**config.mk**
```make
export PLATFORM = sky130hd
export DESIGN_NAME = mux4_arbiter
export DESIGN_NICKNAME = d
export VERILOG_FILES = /design/src/rtl/mux4_arbiter.sv
export SDC_FILE = /design/constraint.sdc
export NUM_CORES = 1
export LEC_CHECK = 0
export ABC_AREA = 1
export CAP_MARGIN = 10
export CORE_ASPECT_RATIO = 1.2
export CORE_UTILIZATION = 49
export CTS_BUF_LIST = sky130_fd_sc_hd__clkbuf_16
export DETAILED_ROUTE_END_ITERATION = 8
export GPL_TIMING_DRIVEN = 0
export HOLD_SLACK_MARGIN = 0.1
export PLACE_DENSITY = 0.83
export SYNTH_ARGS = -nofsm -noshare
export SYNTH_HDL_FRONTEND = slang
export SYNTH_SLANG_ARGS = --single-unit
```
**constraint.sdc**
```tcl
create_clock -name clk -period 2.3 [get_ports clk]
set_input_delay 0.23 -clock clk [delete_from_list [all_inputs] [get_ports clk]]
set_output_delay 0.23 -clock clk [all_outputs]
set_load 0.05 [all_outputs]
```
**src/rtl/mux4_arbiter.sv**
```systemverilog
// Round-robin arbiter/sequencer for a shared four-input port: owns the Mux4 select,
// holds a grant for a whole transaction and force-releases it after max_beats beats.
module mux4_arbiter #(
  parameter int max_beats = 16
) (
  input  logic       clk,
  input  logic       rst,
  input  logic [3:0] req_val,
  input  logic [3:0] req_last,
  output logic [3:0] req_rdy,
  output logic       out_val,
  input  logic       out_rdy,
  output logic       out_last,
  output logic [1:0] sel,
  output logic [3:0] gnt,
  output logic       busy
);

  localparam int            CW       = $clog2(max_beats + 1);
  localparam logic [CW-1:0] LAST_CNT = CW'(max_beats - 1);

  typedef enum logic {S_IDLE = 1'b0, S_BUSY = 1'b1} state_t;

  state_t        r_state, w_state_nxt;
  logic [1:0]    r_ptr;
  logic [1:0]    r_sel;
  logic [3:0]    r_gnt;
  logic [CW-1:0] r_cnt;

  logic [7:0]    w_dbl;
  logic [3:0]    w_rot;
  logic [1:0]    w_off;
  logic [1:0]    w_win;
  logic          w_any;
  logic          w_hs;
  logic          w_release;

  // Rotate the request vector so bit 0 is the current priority holder.
  assign w_dbl = {req_val, req_val};
  assign w_rot = w_dbl[r_ptr +: 4];
  assign w_any = |req_val;

  // NOTE: every signal written in always_comb gets a default first, so no latch is inferred.
  always_comb begin
    w_off = 2'd0;
    for (int i = 3; i >= 0; i--) begin
      if (w_rot[i]) w_off = 2'(i);
    end
    w_win = r_ptr + w_off;
  end

  assign busy      = (r_state == S_BUSY);
  assign sel       = r_sel;
  assign gnt       = r_gnt;
  assign out_val   = busy & req_val[r_sel];
  assign req_rdy   = busy ? ({3'b000, out_rdy} << r_sel) : 4'b0000;
  assign out_last  = out_val & (req_last[r_sel] | (r_cnt == LAST_CNT));
  assign w_hs      = out_val & out_rdy;
  assign w_release = w_hs & out_last;

  always_comb begin
    w_state_nxt = r_state;
    case (r_state)
      S_IDLE:  if (w_any)     w_state_nxt = S_BUSY;
      S_BUSY:  if (w_release) w_state_nxt = S_IDLE;
      default:                w_state_nxt = S_IDLE;
    endcase
  end

  // NOTE: sequential state uses non-blocking assignments so all registers update together.
  always_ff @(posedge clk or negedge rst) begin
    if (!rst) r_state <= S_IDLE;
    else      r_state <= w_state_nxt;
  end

  always_ff @(posedge clk or negedge rst) begin
    if (!rst) begin
      r_ptr <= 2'd0;
      r_sel <= 2'd0;
      r_gnt <= 4'b0000;
      r_cnt <= '0;
    end else if (r_state == S_IDLE) begin
      if (w_any) begin
        r_sel <= w_win;
        r_gnt <= 4'b0001 << w_win;
        r_cnt <= '0;
      end
    end else if (w_hs) begin
      if (out_last) begin
        // sel deliberately keeps its value while idle.
        r_gnt <= 4'b0000;
        r_ptr <= r_sel + 2'd1;
        r_cnt <= '0;
      end else begin
        r_cnt <= r_cnt + 1'b1;
      end
    end
  end

endmodule

```
After elaboration in Yosys (flattened, before gate mapping)
Cells that the tools add are included.

$add $sub $neg: 3. $lt $le $gt $ge: 1. Eq/ne operators: 3. Shift operators: 3. Muxes and demuxes: 20. Bitwise logic cells: 6. Reduce and logical (&&, ||, !) cells: 6.

Operators by type and width (number): 4-bit two-way mux (5); 5-bit two-way mux (4); 2-bit two-way mux (4); 8-bit by 3-bit indexed part select with 4-bit output (1); 3-bit AND reduction (2); 5-bit by 1-bit adder with 5-bit output, second input constant (1); 5-bit by 4-bit equality test with 1-bit output, second input constant (1); 1-bit bitwise AND (4); 1-bit binary-select mux with 2-bit select (2); 1-bit two-way mux (4); 2-bit AND reduction (2); 4-bit OR reduction (1); 1-bit by 2-bit left shift with 4-bit output (1); 1-bit by 2-bit left shift with 4-bit output, first input constant (1); 2-bit by 3-bit less-than comparator with 1-bit output, second input constant (1); 2-bit by 1-bit adder with 2-bit output, second input constant (1); 2-bit adder (1); 2-bit by 1-bit inequality test with 1-bit output, second input constant (1); 2-bit inequality test, second input constant (1); 1-bit case mux with 2 select lines (1); 2-bit nonzero test (1); 1-bit inverter (1); 1-bit OR (1).

Bits in registers: 14.

Depth between registers and ports, before layout
Gate-level depths: netlist of the first run.

Depth in word-level cells: 9. Depth in mapped cells: 13. Gate-level depth less buffers: 13.

Worst setup path before layout of the first run
OpenSTA, ideal clock, no wires.

Path type: register to output. Start: reg r_state (netlist: busy). End: out req_rdy[0]. Arrival: 2048 ps. Slack: 22 ps. Cell stages (with the launch flop): 3. Path through: dfrtp_1 > inv_2 > nor3_1.

Longest elaborated chain between the ends: 1.

RTL lines: start: declaration (RTL line 24) `state_t r_state, w_state_nxt;`; start signal: assignment (RTL line 73) `else r_state <= w_state_nxt;`; 4-bit two-way mux (RTL line 56) `assign req_rdy = busy ? ({3'b000, out_rdy} << r_sel) : 4'b0000;`; end: declaration (RTL line 10) `output logic [3:0] req_rdy,`.

No other way between the ends.

Worst setup path in the final report of the first run
Start: reg r_state (netlist: busy). End: out req_rdy[1].

Same word-level chain as after synthesis.

==> results of run 1 <==
cells by family after synthesis:
group / synth area share [%]
simple gates: 43.15
compound gates: 5.333
fa+ha+maj: 3.637
xor+xnor: 3.394
buf+inv: 10.55
flops: 33.94
sequential cells by signal, summed over array words and instances, names as in the netlist:
| name | cells |
|---|---|
| busy | 1 |
| r_cnt | 5 |
| r_ptr | 2 |
| gnt | 4 |
| sel | 2 |
worst max-delay path, cell delays in order (launching register included):
cell and delay (ns):
sky130_fd_sc_hd__dfrtp_1 0.57, sky130_fd_sc_hd__inv_2 0.12, sky130_fd_sc_hd__nor3_1 0.22, sky130_fd_sc_hd__clkdlybuf4s50_1 0.84
layout by cell type (no fill, tap or decap):
cell type and count:
sky130_fd_sc_hd__a21boi_0 1, sky130_fd_sc_hd__and3_1 1, sky130_fd_sc_hd__buf_2 1, sky130_fd_sc_hd__buf_6 1
sky130_fd_sc_hd__clkbuf_16 3, sky130_fd_sc_hd__clkbuf_2 1, sky130_fd_sc_hd__clkdlybuf4s50_1 21, sky130_fd_sc_hd__clkinv_1 1
sky130_fd_sc_hd__dfrtp_1 14, sky130_fd_sc_hd__dlymetal6s2s_1 1, sky130_fd_sc_hd__ha_1 3, sky130_fd_sc_hd__inv_1 16
sky130_fd_sc_hd__inv_2 7, sky130_fd_sc_hd__inv_4 1, sky130_fd_sc_hd__nand2_1 43, sky130_fd_sc_hd__nand2_2 9
sky130_fd_sc_hd__nand2_4 1, sky130_fd_sc_hd__nand3_1 16, sky130_fd_sc_hd__nand3_2 5, sky130_fd_sc_hd__nand3_4 2
sky130_fd_sc_hd__nand4_1 1, sky130_fd_sc_hd__nor2_1 2, sky130_fd_sc_hd__nor2_4 1, sky130_fd_sc_hd__nor3_1 4
sky130_fd_sc_hd__o21ai_0 1, sky130_fd_sc_hd__o21ai_1 7, sky130_fd_sc_hd__o21bai_1 1, sky130_fd_sc_hd__xor2_1 4
what timing repair did:
item | 4_1_cts | 5_1_grt
pin swaps | 0 | 0
buffers inserted | 0 | 0
gates resized for setup | 1 | 3
setup endpoints to repair | 1 | 2
how the worst min path moves through the flow:
stage                            start                   end  slack, ns
global route                       rst  r_cnt[3]$_DFFE_PN0P_       0.43
finish                             rst  r_cnt[4]$_DFFE_PN0P_       0.38
floorplan                          rst        busy$_DFF_PN0_      -0.07
global placement    gnt[1]$_DFFE_PN0P_    gnt[1]$_DFFE_PN0P_       0.46
CTS                                rst  r_cnt[4]$_DFFE_PN0P_       0.39
detailed placement  gnt[1]$_DFFE_PN0P_    gnt[1]$_DFFE_PN0P_       0.46
per-layer routing:
metal / global-route usage (%) / up-vias
met5: 0 / -
met1: 22.20 / 479
met3: 1.724 / 2
met4: 11.11 / 0
met2: 44.78 / 14
li1: - / 501
power by group through the flow:
| stage | combinational, mW | sequential, mW | clock (mW) |
|---|---|---|---|
| floorplan | 0.947 | 0.621 | 0 |
| global placement | 1.45 | 0.449 | 0 |
| detailed placement | 1.48 | 0.456 | 0 |
| CTS | 1.49 | 0.455 | 0.328 |
| global route | 1.62 | 0.470 | 0.343 |
| finish | 1.47 | 0.457 | 0.321 |
area by class of cell:
| type | instances | area [sq um] | share of cell area (%) |
|---|---|---|---|
| plain buffers | 2 | 16.27 | 1.194 |
| clock buffers | 3 | 75.07 | 5.510 |
| clock inverters | 1 | 3.754 | 0.2755 |
| inverters | 24 | 92.59 | 6.795 |
| multi-input cells | 102 | 573.1 | 42.06 |
| flip-flops and latches | 14 | 350.3 | 25.71 |
| well taps | 19 | 23.77 | 1.745 |
| repair buffers | 23 | 227.7 | 16.71 |
metrics by stage:
step | worst slack [ns] | power [mW] | instance area [sq um] | hold WS [ns]
4_1_cts | 0.02873 | 2.269 | 1364 | 0.3912
5_1_grt | 0.04387 | 2.431 | 1363 | 0.4344
2_1_floorplan | 0.02179 | 1.567 | 1032 | -0.06559
3_5_place_dp | -0.01387 | 1.938 | 1286 | 0.4593
6_report | 0.07774 | 2.247 | 1363 | 0.3770
3_3_place_gp | 0.01542 | 1.896 | 1286 | 0.4572
==> results by stage, run 1 <==
Outcome:
- The flow ran to the end, but the final reports show violations.
- The checks that failed: design-rule violations.

Synthesis:
- Sorting the synthesized cells by area gives the leading types as sky130_fd_sc_hd__dfrtp_1 (34%), sky130_fd_sc_hd__nand2_1 (16%), sky130_fd_sc_hd__nand3_1 (7.8%).
- Synthesis produced a netlist with a net count of 156.
- The number of unique standard cell types used by synthesis is 23.
- The number of synthesis warnings is 0.
- The share of the Yosys chip area taken by registers is 33.94%.
- In the synthesized netlist the dominant register cell turns out to be sky130_fd_sc_hd__dfrtp_1.
- The area of the mapped netlist is 1032 sq um.
- After technology mapping, the gate count stands at 142.
- The synthesis-stage register bit count is 14.
- The fraction of registers with async set/reset is 100.0%.
- By count the netlist is led by sky130_fd_sc_hd__nand2_1 (43), sky130_fd_sc_hd__inv_1 (16), sky130_fd_sc_hd__nand3_1 (16), sky130_fd_sc_hd__dfrtp_1 (14), sky130_fd_sc_hd__nand2_2 (9).
- The most common cell in the netlist is sky130_fd_sc_hd__nand2_1.
- Counting flops with a built-in enable in the synthesized netlist gives 0.
- The area share of the largest cell type after synthesis is 33.94%.
- Summed over all instances, the cell type with the most area after synthesis is sky130_fd_sc_hd__dfrtp_1.
- The average footprint of a synthesized cell is 7.269 sq um.

Setup path:
- The worst setup path is of the reg2out kind.
- The worst setup path is captured at an output pin.
- The biggest fanout along the worst timing path is 8.
- The critical path capture point is req_rdy[1].
- The setup slack of the worst register-to-register path is 0.33 ns.
- The cell depth of the worst flop-to-flop path is 13.
- The endpoint identified for the worst register-to-register timing path is gnt[3]$_DFFE_PN0P_.
- In this run the critical register-to-register path is launched from r_ptr[0]$_DFFE_PN0P_.
- The signal arrival time at the worst endpoint is 1.99 ns.
- The element type at the critical path start is a register.
- The required arrival time at the worst endpoint is 2.07 ns.
- In this run the worst setup path begins at busy$_DFF_PN0_.

Routing:
- In this run the top signal layer used is met4.
- The detailed router finished its first iteration with 19 violations.
- The number of nets still failing antenna checks after routing is 0.
- The routed via count divided by cell count is 5.298.
- The post-detailed-route wirelength per cell is 11.70 microns.
- In the detailed route, the total length drawn on met2 is 1275 microns.
- For this block, the routed nets add up to 2199 microns of wire.
- The first detailed-routing pass ran for 6 iterations.
- The sum of met3 wire segment lengths after detailed routing is 41 microns.
- After detailed routing, the wire length on met1 is 865 microns.
- After detailed routing, the number of remaining DRC violations is 2.
- Summing over every cut layer, the via total after detailed routing is 996.

Global route:
- The overall global routing resource usage is 22.32%.
- The first global-routing pass estimated 3843 microns of wire.
- The sum of overflow across all layers after global routing is 0.
- The maximum number of pins on one net before global-route repair is 15.
- The number of antenna violations at the first check in global routing is 0.
- The via count of the first global-routing pass is 1010.

CTS:
- The root buffer cell is sky130_fd_sc_hd__clkbuf_16.
- The tree built by TritonCTS fans out to 14 sinks.
- The clock tree from TritonCTS is built.
- Buffers inserted during clock tree synthesis total 3.
- After clock tree synthesis, the flow added hold-fix buffers numbering 0.
- The clock passes through at most 2 buffers.
- For the worst-skew pair, the clock arrives at the later sink with an insertion delay of 0.24 ns.
- The deepest level of the CTS H-tree is 1.
- The register clock-pin slew on the reported worst setup and hold paths is 0.05 ns.

Power:
- Registers are responsible for 20.3% of the overall power.
- The power density normalized to cell area is 1649 nW/um^2.
- The leakage power is 0.7194 nW.
- The combinational fraction of design power is 65.4%.
- Cell internal power was estimated by the tool at 1.059 mW.
- The switching share of total power is 52.85%.
- The maximum vdd drop is 0.8517 mV.
- For this design the total switching power over the nets is 1.187 mW.
- The clock share of power is 14.3%.

Timing:
- The setup TNS is 0 ns.
- The share of the clock period used by the worst path is 96.62%.
- Counting I/O delays and the setup requirement, the final critical path takes 2.222 ns.
- Static timing analysis puts the maximum clock frequency at 450.0 MHz.
- The max-slew violation count is 0.
- Setup repair after global routing left no endpoint under its margin.
- The total of endpoints with negative setup slack in the final report is 0.
- At the pin with the least slew margin, the transition time is 0.6114 ns.
- The worst max-slew margin expressed relative to the limit is 59.11%.
- The worst clock skew on the final layout is 0.003408 ns.
- The hold violation total from the final report is 0.

Cells and area:
- Leaving out filler cells and counting taps, the final layout contains 188.
- The number of antenna diodes in the final layout is 0.
- The count of fill cells added during filler insertion is 155.
- In the final layout, the share of cells above drive strength 1 is 18.93%.
- The post-synthesis to final-layout area growth is 32.00%.
- The final layout contains 184 nets.
- The final core utilization is 71.18%.

Floorplan:
- The region available for standard cell placement spans 1914 sq um.
- 24 I/O pins were placed.
- The die span in x is 43.90 microns.
- The floorplan has 17 rows.
- The effective utilization at floorplan is 53.92%.
- The die boundary height is 52.28 microns.
- The total die area is 2295 sq um.

Min path:
- The tightest min-delay check is of the in2async type.

Flow run:
- Max-cap violations in this run came to 0.

Place:
- Detailed placement finished with a half-perimeter wire length of 1726 microns.
- The global placer's final weighted congestion is 0.7940.
- After detailed placement, the design holds a cell count of 184.
- Buffers placed on the I/O ports in this run total 23.
(Power assumes the default switching activity.)
==> run 2, diff against run 1 <==
Settings changed: CORE_ASPECT_RATIO 1.2 to unset, CORE_MARGIN set to 2.
==> results by stage, run 2 (synthesis gave the netlist of run 1 again) <==
Power:
- Per report_power, the combinational group accounts for 65.7% of the total.
- IR analysis of the VDD net gives a maximum drop of 0.9865 mV.
- The proportion of power drawn by flip-flops and latches is 20.2%.
- In this run switching power makes up 52.66% of total power.
- The total power consumption of the routed design is 2.239 mW.
- The internal power is 1.060 mW.
- The power density normalized to cell area is 1631 nW/um^2.
- In this run the power spent charging and discharging nets is 1.179 mW.
- Summed over all cells, the static leakage comes to 0.7204 nW.
- Of the total power, the clock network draws 14.1%.

Setup path:
- The required arrival time at the worst endpoint is 2.07 ns.
- The biggest fanout along the worst timing path is 6.
- The kind of critical path is reg2out.
- STA classifies the critical path endpoint as an output pin.
- The element type at the critical path start is a register.
- The signal arrival time at the worst endpoint is 1.97 ns.

Cells and area:
- The number of antenna cells inserted is 0.
- The library cells used most frequently in the layout, excluding fill and tap cells, are sky130_fd_sc_hd__nand2_1 (43), sky130_fd_sc_hd__clkdlybuf4s50_1 (21), sky130_fd_sc_hd__inv_1 (16), sky130_fd_sc_hd__nand3_1 (16), sky130_fd_sc_hd__dfrtp_1 (14).
- The proportion of layout cells with a drive suffix above 1 is 18.45%.
- Relative to the synthesized area, the layout overhead comes to 32.97%.
- The leading cell type in the layout, fill and taps excluded is sky130_fd_sc_hd__nand2_1.
- The register with the most flip-flops in the layout has 5 of them.
- In the final design database the tool counted 184 nets.
- For this run, the number of standard cells in the final layout without fillers is 195.
- The top register by number of flip-flops is r_cnt.

Global route:
- The sum of overflow across all layers after global routing is 0.
- Entering global routing, the biggest net connects 15 pins.
- The via count of the first global-routing pass was 948.
- The number of antenna violations at the first check in global routing came to 0.
- The overall global routing resource usage is 19.16%.
- The first-pass GRT wire length is 3726 microns.

CTS:
- Clock latency on the worst-skew pair, taken at its later pin, is 0.24 ns.
- The deepest level of the CTS H-tree is 1.
- The register clock-pin slew on the reported worst setup and hold paths is 0.04 ns.
- The number of clock buffers added by TritonCTS is 3.
- The total clock sinks is 14.
- Clock tree synthesis selected as its root buffer the cell sky130_fd_sc_hd__clkbuf_16.
- TritonCTS built the clock tree.
- The clock passes through at most 2 buffers.

Timing:
- The transition time of the tightest slew-check pin is 0.6167 ns.
- Dividing the final minimum period by the clock period gives 95.74%.
- The total of endpoints with negative setup slack in the final report is 0.
- Setup total negative slack on the finished layout was measured at 0 ns.
- On the final layout, the worst clock skew is 0.001792 ns.
- Headroom to the max-slew limit came out at 58.75%.
- For this run, the top clock speed supported by timing is 454.1 MHz.
- Setup repair after global routing left no endpoint under its margin.
- The max-slew violation count is 0.
- The final critical delay including setup and external delays is 2.202 ns.
- The hold violation total from the final report is 0.

Place:
- Once detailed placement completed, the half-perimeter wirelength came to 1686 microns.
- The congestion estimate from routability-driven global placement came to 0.7433.
- Port buffering added 23 buffers.
- Including well taps, the total number of placed cells is 192.

Floorplan:
- The total die area is 2490 sq um.
- In this run the vertical extent of the chip is 49.90 microns.
- The floorplan has 16 rows.
- The die span in x is 49.90 microns.
- The I/O pin count is 24.
- The effective utilization at floorplan is 52.08%.
- The core region is 1982 sq um.

Routing:
- The first-pass detailed-route iteration total is 4.
- For this run, design rule violations remaining after detail routing come to 0.
- The number of nets still failing antenna checks after routing is 0.
- The final route contains 988 vias.
- The post-detailed-route wirelength per cell is 10.97 microns.
- The routed via count divided by cell count is 5.067.
- The detailed router finished its first iteration with 14 violations.
- The routed design has 2139 microns of wire.

Flow run:
- Across the run, the number of max-cap violations was 0.

Outcome:
- The run finished with clean final reports.

Min path:
- The path class of the lowest-slack min-delay path is in2async.
[run 2: changes by cell type in the layout (fill, tap and decap cells not counted)]
cell and delta:
sky130_fd_sc_hd__clkbuf_2 -1, sky130_fd_sc_hd__clkinv_1 -1, sky130_fd_sc_hd__dlygate4sd2_1 +1
[run 2: layout make-up]
class | instances | area [sq um]
buffer | 2 | 16.27
clock buffer | 3 | 75.07
fill | 158 | 609.3
inverter | 24 | 92.59
multi-input combinational | 102 | 573.1
sequential | 14 | 350.3
tap | 27 | 33.78
timing repair buffer | 23 | 231.5
[run 2: stage by stage]
step                      setup WS (ns)  hold slack [ns]  util, %  area, sq um
after floorplan                 0.02179         -0.06559        -         1032
after global placement          0.01125           0.4570    65.40         1296
after detailed placement       -0.01481           0.4613    65.40         1296
after CTS                       0.04630           0.4020    69.13         1370
after global routing           0.009883           0.4468    69.26         1373
final                           0.09794           0.3816    69.26         1373
[run 2: critical path, cell delays in order, from the launching register on]
cell                            delay, ns
sky130_fd_sc_hd__dfrtp_1             0.40
sky130_fd_sc_hd__ha_1                0.23
sky130_fd_sc_hd__and3_1              0.19
sky130_fd_sc_hd__ha_1                0.17
sky130_fd_sc_hd__inv_1               0.06
sky130_fd_sc_hd__nand3_2             0.09
sky130_fd_sc_hd__nand3_4             0.11
sky130_fd_sc_hd__inv_1               0.05
sky130_fd_sc_hd__dlygate4sd2_1       0.41
[run 2: per-layer routing]
layer	routed length, microns	global-route usage [%]
met1	998	23.79
met2	1047	33.56
met3	83	3.636
met4	10	5.556
met5	0	0
[run 2: final timing paths]
kind                                           start                    to  slack [ns]  cells after the start
worst max-delay path            r_cnt[0]$_DFFE_PN0P_              out_last         0.1                      8
worst min-delay path                             rst  r_cnt[0]$_DFFE_PN0P_        0.38                      1
worst max register to register  r_ptr[0]$_DFFE_PN0P_    sel[1]$_DFFE_PN0P_        0.31                     13
worst min register to register    gnt[0]$_DFFE_PN0P_    gnt[0]$_DFFE_PN0P_        0.47                      2
max in group asynchronous                        rst  r_ptr[0]$_DFFE_PN0P_        1.52                      1
min in group clk                  gnt[0]$_DFFE_PN0P_    gnt[0]$_DFFE_PN0P_        0.47                      2
[run 2: timing repair]
action                                  CTS  global route
buffers inserted                          0             0
endpoints found under the setup margin    1             1
gates resized for setup                   1             1
hold buffers                              0             0
hold endpoints to repair                  0             0
[run 2: power groups by stage]
stage | Clock, mW | Combinational (mW) | Sequential, mW
6_report | 0.315 | 1.47 | 0.453
5_1_grt | 0.330 | 1.62 | 0.469
3_3_place_gp | 0 | 1.45 | 0.448
4_1_cts | 0.322 | 1.48 | 0.451
3_5_place_dp | 0 | 1.48 | 0.452
2_1_floorplan | 0 | 0.947 | 0.621
